===== src/rtl/liteeth_sram_fifo_ctrl.sv =====
// rtl/liteeth_sram_fifo_ctrl.sv - word FIFO controller around a 1RW+1R SRAM macro with a 2-entry output buffer
// Optional: define LITEETH_SRAM_FIFO_LEVEL_EN to add the registered level/almost_full ports.
module liteeth_sram_fifo_ctrl #(
  parameter int BITS        = 32,
  parameter int WORD_DEPTH  = 384,
  parameter int ADDR_WIDTH  = 9,
  parameter int LEVEL_WIDTH = 10
) (
  input  logic                   sys_clk,
  input  logic                   sys_rst,
  input  logic                   sink_valid,
  output logic                   sink_ready,
  input  logic [BITS-1:0]        sink_data,
  output logic                   source_valid,
  input  logic                   source_ready,
  output logic [BITS-1:0]        source_data,
  output logic                   rw0_ce_in,
  output logic                   rw0_we_in,
  output logic [ADDR_WIDTH-1:0]  rw0_addr_in,
  output logic [BITS-1:0]        rw0_wd_in,
  output logic                   r0_ce_in,
  output logic [ADDR_WIDTH-1:0]  r0_addr_in,
  input  logic [BITS-1:0]        r0_rd_out
`ifdef LITEETH_SRAM_FIFO_LEVEL_EN
  ,
  output logic [LEVEL_WIDTH-1:0] level,
  output logic                   almost_full
`endif
);

  localparam int CW = ADDR_WIDTH + 1;
  localparam logic [CW-1:0]         DEPTH_C = CW'(WORD_DEPTH);
  localparam logic [ADDR_WIDTH-1:0] LAST_C  = ADDR_WIDTH'(WORD_DEPTH - 1);

  logic [ADDR_WIDTH-1:0] wr_ptr, rd_ptr, wr_ptr_nxt, rd_ptr_nxt;
  logic [CW-1:0]         sram_count, sram_count_nxt;
  logic                  inflight, inflight_nxt;
  logic [1:0]            ob_count, ob_count_nxt;
  logic [BITS-1:0]       ob_head, ob_tail, ob_head_nxt, ob_tail_nxt;
  logic [1:0]            occ;
  logic                  push, pop, issue;

  assign sink_ready   = !sys_rst && (sram_count != DEPTH_C);
  assign source_valid = (ob_count != 2'd0);
  assign source_data  = ob_head;

  assign push = sink_valid && sink_ready;
  assign pop  = !sys_rst && source_valid && source_ready;
  assign occ  = ob_count + {1'b0, inflight};

  // Only issue a read when the output buffer is guaranteed a slot for its data next cycle.
  always_comb begin
    issue = 1'b0;
    if (!sys_rst && (sram_count != '0))
      issue = pop ? (occ < 2'd3) : (occ < 2'd2);
  end

  always_comb begin
    wr_ptr_nxt     = wr_ptr;
    rd_ptr_nxt     = rd_ptr;
    sram_count_nxt = sram_count;
    inflight_nxt   = issue;
    if (push)
      wr_ptr_nxt = (wr_ptr == LAST_C) ? '0 : wr_ptr + 1'b1;
    if (issue)
      rd_ptr_nxt = (rd_ptr == LAST_C) ? '0 : rd_ptr + 1'b1;
    case ({push, issue})
      2'b10:   sram_count_nxt = sram_count + 1'b1;
      2'b01:   sram_count_nxt = sram_count - 1'b1;
      default: sram_count_nxt = sram_count;
    endcase
  end

  // Output buffer: head is presented, tail only ever holds the second word.
  // r0_rd_out is sampled solely when a read was issued last cycle.
  always_comb begin
    ob_count_nxt = ob_count;
    ob_head_nxt  = ob_head;
    ob_tail_nxt  = ob_tail;
    case ({inflight, pop})
      2'b01: begin
        ob_count_nxt = ob_count - 2'd1;
        if (ob_count == 2'd2)
          ob_head_nxt = ob_tail;
      end
      2'b10: begin
        ob_count_nxt = ob_count + 2'd1;
        if (ob_count == 2'd0)
          ob_head_nxt = r0_rd_out;
        else
          ob_tail_nxt = r0_rd_out;
      end
      2'b11: begin
        if (ob_count == 2'd2) begin
          ob_head_nxt = ob_tail;
          ob_tail_nxt = r0_rd_out;
        end else begin
          ob_head_nxt = r0_rd_out;
        end
      end
      default: ob_count_nxt = ob_count;
    endcase
  end

  always_ff @(posedge sys_clk) begin
    if (sys_rst) begin
      wr_ptr     <= '0;
      rd_ptr     <= '0;
      sram_count <= '0;
      inflight   <= 1'b0;
      ob_count   <= 2'd0;
      ob_head    <= '0;
      ob_tail    <= '0;
    end else begin
      wr_ptr     <= wr_ptr_nxt;
      rd_ptr     <= rd_ptr_nxt;
      sram_count <= sram_count_nxt;
      inflight   <= inflight_nxt;
      ob_count   <= ob_count_nxt;
      ob_head    <= ob_head_nxt;
      ob_tail    <= ob_tail_nxt;
    end
  end

  always_comb begin
    rw0_ce_in   = push;
    rw0_we_in   = push;
    rw0_addr_in = push ? wr_ptr : '0;
    rw0_wd_in   = push ? sink_data : '0;
    r0_ce_in    = issue;
    r0_addr_in  = issue ? rd_ptr : '0;
  end

`ifdef LITEETH_SRAM_FIFO_LEVEL_EN
  logic [LEVEL_WIDTH-1:0] level_nxt;

  assign level_nxt = LEVEL_WIDTH'(sram_count_nxt) + LEVEL_WIDTH'(inflight_nxt)
                   + LEVEL_WIDTH'(ob_count_nxt);

  always_ff @(posedge sys_clk) begin
    if (sys_rst) begin
      level       <= '0;
      almost_full <= 1'b0;
    end else begin
      level       <= level_nxt;
      almost_full <= (level_nxt >= LEVEL_WIDTH'(WORD_DEPTH - 16));
    end
  end
`endif

endmodule


===== config.mk =====
export PLATFORM = sky130hd
export DESIGN_NAME = liteeth_sram_fifo_ctrl
export DESIGN_NICKNAME = d
export VERILOG_FILES = /design/src/rtl/liteeth_sram_fifo_ctrl.sv
export SDC_FILE = /design/constraint.sdc
export NUM_CORES = 1
export LEC_CHECK = 0
export CAP_MARGIN = 5
export CORE_MARGIN = 1.5
export CORE_UTILIZATION = 25
export CTS_CLUSTER_SIZE = 30
export DETAILED_ROUTE_END_ITERATION = 8
export SYNTH_ARGS = -nofsm -noshare
export SYNTH_HDL_FRONTEND = slang
export SYNTH_SLANG_ARGS = --single-unit

===== constraint.sdc =====
create_clock -name sys_clk -period 4.8 [get_ports sys_clk]
set_input_delay 0.72 -clock sys_clk [delete_from_list [all_inputs] [get_ports sys_clk]]
set_output_delay 0.72 -clock sys_clk [all_outputs]
set_load 0.005 [all_outputs]

Word level (Yosys, flattened, before mapping)
Cells that the tools add are included.
{"block": "totals", "regBits": 95, "inputBits": 68, "output_inout_bits": 87}
{"block": "classes", "n_addsub": 7, "magnitude_cmp": 2, "eq_ne": 13, "mux": 16, "n_reduce_logical": 15}
{"operator": "$mux 32", "count": 6}
{"operator": "$pmux 32 s3", "count": 1}
{"operator": "$pmux 32 s2", "count": 1}
{"operator": "$mux 9", "count": 4}
{"operator": "$pmux 10 s2", "count": 1}
{"operator": "$add 9x1->9 const B", "count": 2}
{"operator": "$eq 9x9->1 const B", "count": 2}
{"operator": "$add 10x1->10 const B", "count": 1}
{"operator": "$ne 10x9->1 const B", "count": 1}
{"operator": "$reduce_bool 10->1", "count": 1}
{"operator": "$sub 10x1->10 const B", "count": 1}
{"operator": "$eq 2x2->1 const B", "count": 4}
{"operator": "$ne 2x2->1 const B", "count": 4}
{"operator": "$reduce_bool 2->1", "count": 4}
{"operator": "$reduce_and 3->1", "count": 2}
{"operator": "$logic_and 1x1->1", "count": 5}
{"operator": "$eq 2x1->1 const B", "count": 2}
{"operator": "$lt 2x2->1 const B", "count": 2}
{"operator": "$pmux 2 s2", "count": 1}
{"operator": "$reduce_bool 3->1", "count": 1}
{"operator": "$add 2x1->2", "count": 1}
{"operator": "$add 2x1->2 const B", "count": 1}
{"operator": "$logic_not 2->1", "count": 1}
{"operator": "$mux 1", "count": 2}
{"operator": "2 further kinds", "count": 2}

Logic depth before layout (Yosys ltp)
Gate-level depths: netlist of the first run.
{"block": "depth", "depth_word": 7, "ltp_mapped": 14}

Worst setup path before layout of the first run
OpenSTA, ideal clock, no wires.
{"block": "synth_timing", "path_type": "input to register", "startpoint": "in sys_rst", "endpoint": "reg sram_count[9]", "arrival_time_ns": 3.604, "required_ns": 4.677, "slack_ns": 1.073, "stages": 14, "cell_sequence": "clkbuf_1 > nand2b_1 > a41oi_2 > buf_2 > buf_2 > inv_1 > ha_1 > ha_1 > buf_2 > a21oi_1 > o221ai_1 > a221oi_2 > mux2i_1 > mux2_1"}
{"block": "synth_between", "word_cells_on_any_way": 12}
{"item": "from (decl)", "line": "10", "source": "input logic sys_rst,"}
{"item": "$logic_not 1->1 *", "line": "43", "source": "assign sink_ready = !sys_rst && (sram_count != DEPTH_C);"}
{"item": "$logic_and 1x1->1 *", "line": "43"}
{"item": "$logic_and 1x1->1 *", "line": "47", "source": "assign push = sink_valid && sink_ready;"}
{"item": "named net rw0_ce_in", "line": "17", "source": "output logic rw0_ce_in,"}
{"item": "$eq 2x1->1 / $eq 2x2->1 (equally long branches)", "line": "67", "source": "case ({push, issue})"}
{"item": "$pmux 10 s2 / $reduce_bool 2->1 (equally long branches)"}
{"item": "to (signal assigned)", "line": "117", "source": "sram_count <= sram_count_nxt;"}
{"item": "to (decl)", "line": "36", "source": "logic [CW-1:0] sram_count, sram_count_nxt;"}
Mark *: on every way through the listed nets, which the timed path passes. The rest lies on a longest branch.
A chain may end at the register's enable or synchronous reset.

Worst setup path after layout of the first run
{"block": "layout_timing", "startpoint": "in source_ready", "endpoint": "reg sram_count[9]"}
{"block": "layout_between", "elab_chain_cells": 5, "word_cells_on_any_way": 7}
{"item": "from (decl)", "line": "15", "source": "input logic source_ready,"}
{"item": "$logic_and 1x1->1 *", "line": "48", "source": "assign pop = !sys_rst && source_valid && source_ready;"}
{"item": "$mux 1 *", "line": "55", "source": "issue = pop ? (occ < 2'd3) : (occ < 2'd2);"}
{"item": "$mux 1 *", "line": "54", "source": "if (!sys_rst && (sram_count != '0))"}
{"item": "$eq 2x1->1 / $eq 2x2->1 (equally long branches)", "line": "67"}
{"item": "$pmux 10 s2 / $reduce_bool 2->1 (equally long branches)"}
Mark *: on every way between the ends. The rest lies on a longest branch, timed or not.

==> results.cfg, run 1 <==
[outcome]
status = finished, final reports clean

[logic_synthesis]
synthArstFlopShare_pct = 0
synth.top_cell.area_share_pct = 38.72
ys_warn_count = 0
avgSynthCellArea_um2 = 8.664
synthesis.area_mm2 = 0.004912
synth_edf_count = 0
yosys.area.top_type = dfxtp_1
synth_nets = 652
seq_area_frac_synth_pct = 38.72
yosysUniqueCellTypes = 53
synth_seq_cells = 95
syn_inst = 567
synth.area.top_cells = dfxtp_1 39%, a211oi_2 7.1%, nand2_1 5.9%
synth_top_flop_cell = dfxtp_1

[timing]
setup_tns_ps = 0
finalSetupViolCount = 0
final_max_slew_viol_count = 0
fin_skew_ps = 6.643
fin_ws_ps = 965.8
maxSlewHeadroom_pct = 30.48
final-hold-violation-count = 0
period_share_pct = 79.88
max_freq_ghz = 0.2608
grt_setup_unrepaired = no
tightest_slew_ps = 1043
period_needed_ps = 3834

[routing]
viasPerCell = 4.549
drt-total-wl_um = 12820
vias = 4399
wl_per_cell_um = 13.25
drtIter0Drc = 185
first_pass_iters = 4
remaining_drc_errors = 0
ant_nets = 0

[setup_path]
r2r.worst_path.cells = 12
cp.arrival_ps = 4070
crit_end = sram_count[9]
reg2reg_to = sram_count[9]
crit_path_start = source_ready
crit_type = input port to flip-flop
rrSetupSlack_ps = 980
startpoint_type = input port
cp_max_fo = 13
critPathCaptureType = flip-flop
cp.required_ps = 5030
worstReg2RegStart = ob_count[0]

[grt]
gr-total-overflow = 0
grt_antenna_before_repair = 0
grt_pass1_vias = 4227
grt_use_met3_pct = 4.192
grt_pass1_wl_um = 21030
grt_use_total_pct = 12.89
grt_max_degree = 81
busiest_layer = met2
grt_use_met2_pct = 21.79
gr-usage-met1_pct = 15.65

[finish]
drive_above_1_share_pct = 8.974
n_antenna_cell = 0
nNetsFinal = 783
layout_common_cells = 153 x clkdlybuf4s50_1, 95 x dfxtp_1, 77 x nand2_1
multiInputGateArea_mm2 = 0.002783
seqCellArea_mm2 = 0.001902
fillCellCount = 1976
final_common_cell = clkdlybuf4s50_1
syn_to_final_growth_pct = 41.98

[clock_tree]
cts-htree-levels = 3
numCtsBuffers = 9
clockBufferDepth = 2
clock_latency_ps = 340
cts_resized = 0
clock-sinks = 95
cts_tree = yes
path_clk_slew_ps = 70
cts_setup_buffers = 0
cts_hold_repair.buffers = 0
cts_root_buf = clkbuf_16

[hold_path]
hp-start = ob_tail[2]
hp-class = flip-flop to flip-flop
holdPathStages = 2

[die]
die_area_mm2 = 0.02050
ios = 155
die_h_um = 143.2
die_x_um = 143.2
initial_core_util_pct = 25.41
core_area_mm2 = 0.01933
placementRows = 51

[power_and_ir_drop]
ir_drop_mv = 0.2264
p_per_area_mw_per_mm2 = 544.5
leakage_nw = 2.535

[place]
pre_cts_ws_ps = 572.1
place_congestion = 0.8150
dpl.hpwl_um = 8514
numPortBuffers = 154

[run]
drv_cap = 0
[how the worst min path moves through the flow]
stage	end	slack, ps
2_1_floorplan	ob_tail[0]	440
6_report	ob_tail[2]	450
4_1_cts	ob_tail[10]	460
3_5_place_dp	ob_tail[2]	450
3_3_place_gp	ob_tail[24]	440
5_1_grt	ob_tail[20]	470
[cell type report]
| cell class | count | area share [%] |
|---|---|---|
| clock buffers | 12 | 3.534 |
| flip-flops and latches | 95 | 27.27 |
| multi-input cells | 420 | 39.90 |
| clock inverters | 3 | 0.9688 |
| well taps | 265 | 4.754 |
| inverters | 8 | 0.4306 |
| repair buffers | 164 | 23.14 |
[registers in the layout, indices dropped and copies added (netlist names)]
register,flops
inflight,1
ob_count,2
ob_tail,32
rd_ptr,9
source_data,32
sram_count,10
wr_ptr,9
[synth_stat cells, types with 11 or more instances]
cell type and count:
a22oi_1 32, xor2_1 11, ha_1 16, nand2_1 77
clkbuf_1 25, a21oi_1 42, and2_1 46, a211oi_2 28
and3_1 13, nor2_1 61, dfxtp_1 95
[metrics by stage]
stage | cell area [um^2] | util, % | std cells | hold WS, ps | total power [mW]
global placement | 6660 | 34.45 | 952 | 441.0 | 3.036
detailed placement | 6660 | 34.45 | 952 | 446.3 | 3.063
floorplan | 4912 | - | 567 | 436.0 | 2.437
finish | 6974 | 36.07 | 967 | 453.6 | 3.798
CTS | 6974 | 36.07 | 967 | 455.2 | 3.864
global route | 6974 | 36.07 | 967 | 474.2 | 4.125
[report_power, final]
group	switching [mW]	total, mW	internal (mW)	leakage, nW
Combinational	0.969	1.83	0.857	1.61
Sequential	0.175	1.19	1.02	0.776
Clock	0.308	0.777	0.469	0.149
[critical path, cell delays in order]
cell             delay, ps
clkdlybuf4s50_1        500
nand3b_1                90
a22oi_2                400
and2_1                 190
buf_4                  170
ha_1                   430
ha_1                   390
a21oi_1                180
o221ai_1               130
a221oi_2               310
mux2i_1                220
mux2_1                 330
[logic make-up after synthesis]
family                   Yosys count  synth area share (%)
XOR/XNOR                          14                 2.496
multiplexers                      11                 2.369
buffers and inverters             52                 5.043
AND/OR/NAND/NOR                  237                 24.10
flip-flops                        95                 38.72
adder cells (fa/ha/maj)           17                 4.483
AO/OA/AOI/OAI                    141                 22.80
[routing by layer]
| metal | routed length (um) | vias up |
|---|---|---|
| met4 | 137 | 0 |
| met2 | 5817 | 132 |
| met5 | 0 | - |
| met3 | 898 | 13 |
| li1 | - | 2257 |
| met1 | 5960 | 1997 |
No activity file was read; power rests on OpenSTA's default activity.
==> run 2: changes to the inputs <==
- clock period: 4.8 -> 3.8 ns (I/O delays scaled with it)
==> run 2 against run 1 <==
Clock-buffer cell count stayed put. Hold slack about the same. Die area unchanged. First-iteration DRC count increased by 1.6%. Total power grew 25%. Critical endpoint unchanged. Highest routed layer unchanged.
==> results.cfg, run 2 (synthesized netlist as in run 1, its figures left out) <==
[die]
placementRows = 51
die_x_um = 143.2
core_area_mm2 = 0.01933
ios = 155
die_area_mm2 = 0.02050
die_h_um = 143.2
initial_core_util_pct = 25.41

[routing]
remaining_drc_errors = 0
vias = 4407
first_pass_iters = 4
drt-total-wl_um = 12770
viasPerCell = 4.534
wl_per_cell_um = 13.14
drtIter0Drc = 188
ant_nets = 0

[timing]
tightest_slew_ps = 685.4
period_share_pct = 90.73
period_needed_ps = 3448
final-hold-violation-count = 0
finalSetupViolCount = 0
setup_tns_ps = 0
maxSlewHeadroom_pct = 54.31
grt_setup_unrepaired = no
fin_ws_ps = 352.3
fin_skew_ps = 9.453
timing.hold.ws_ps = 453.8
final_max_slew_viol_count = 0
max_freq_ghz = 0.2900

[place]
numPortBuffers = 154
dp_cells = 957
place_congestion = 0.8505
dpl.hpwl_um = 8844
pre_cts_ws_ps = 94.91

[clock_tree]
cts_setup_buffers = 0
clockBufferDepth = 2
cts-htree-levels = 3
path_clk_slew_ps = 60
cts_tree = yes
cts_root_buf = clkbuf_16
clock-sinks = 95
clock_latency_ps = 340
cts_hold_repair.buffers = 0
numCtsBuffers = 9
cts_resized = 0

[finish]
nNetsFinal = 788
n_antenna_cell = 0
final_common_cell = clkdlybuf4s50_1
final_cells = 972
layout_common_cells = 153 x clkdlybuf4s50_1, 95 x dfxtp_1, 77 x nand2_1
syn_to_final_growth_pct = 42.26
postLayoutCoreUtil_pct = 36.14
fillCellCount = 1997
drive_above_1_share_pct = 9.618

[setup_path]
cp.arrival_ps = 3680
path_cells = ha_1 -> nand3b_1 -> a22oi_2 -> and2_1 -> ha_1 -> ha_1 -> a211oi_1 -> nor2_1 -> a221oi_2 -> mux2i_1 -> mux2_1
cp_slowest_cell = dfxtp_1
crit_type = flip-flop to flip-flop
critPathTopFamily = adder cells
cp.required_ps = 4030
startpoint_type = flip-flop
cp_max_fo = 10
critPathCaptureType = flip-flop
crit_path_frequent_cell = ha_1
worstPathBufferInverterCount = 0
max_stage_delay_ps = 490

[grt]
grt_max_degree = 56
grt_pass1_wl_um = 20730
grt_pass1_vias = 4138
grt_use_total_pct = 12.64
gr-total-overflow = 0
grt_antenna_before_repair = 0

[hold_path]
hp-class = flip-flop to flip-flop

[power_and_ir_drop]
ir_drop_mv = 0.2200
leakage_nw = 2.553
p_per_area_mw_per_mm2 = 681.3

[outcome]
status = finished, final reports clean

[run]
drv_cap = 0
run 2: cell types whose count changed in the layout (fill, tap and decap cells not counted), sizes merged:
cell / change
clkinvlp: -1
bufinv: -1
buf: +5
clkinv: +2
run 2: layer usage:
layer  up-vias  GRT usage [%]  wire [um]
li1       2255              -          -
met1      2013          15.73       5964
met2       128          20.72       5782
met3        11          4.225        903
met4         0          3.581        120
met5         -              0          0
run 2: area by class of cell:
class	count	area, um^2	share of cell area [%]
multi-input cells	420	2783	39.82
flip-flops and latches	95	1902	27.22
repair buffers	169	1652	23.63
well taps	265	331.6	4.745
clock buffers	12	246.5	3.527
clock inverters	3	43.79	0.6267
inverters	8	30.03	0.4297
run 2: power by group:
group	switching (mW)	internal, mW	total, mW	leakage (nW)
Clock	0.377	0.525	0.903	0.143
Combinational	1.24	1.12	2.35	1.63
Sequential	0.220	1.29	1.51	0.776
Total	1.83	2.93	4.76	2.55
run 2: metrics by stage:
step | total power, mW | instance area [um^2]
after floorplan | 3.078 | 4912
after global placement | 3.892 | 6698
after detailed placement | 3.914 | 6698
after CTS | 4.844 | 6988
after global routing | 5.162 | 6988
final | 4.761 | 6988
run 2: path summary, 6_finish.rpt:
kind | slack (ps) | cells after the start | end | from
setup / recovery | 350 | 11 | sram_count[9] | ob_count[0]
hold / removal | 450 | 2 | ob_tail[19] | ob_tail[19]
setup reg to reg | 350 | 11 | sram_count[9] | ob_count[0]
hold reg to reg | 450 | 2 | ob_tail[19] | ob_tail[19]
run 2: worst reg2reg max path, stage by stage (launching register included):
cell and delay [ps]:
dfxtp_1 490, ha_1 300, nand3b_1 170, a22oi_2 200, and2_1 180, ha_1 400
ha_1 320, a211oi_1 310, nor2_1 130, a221oi_2 280, mux2i_1 220, mux2_1 320
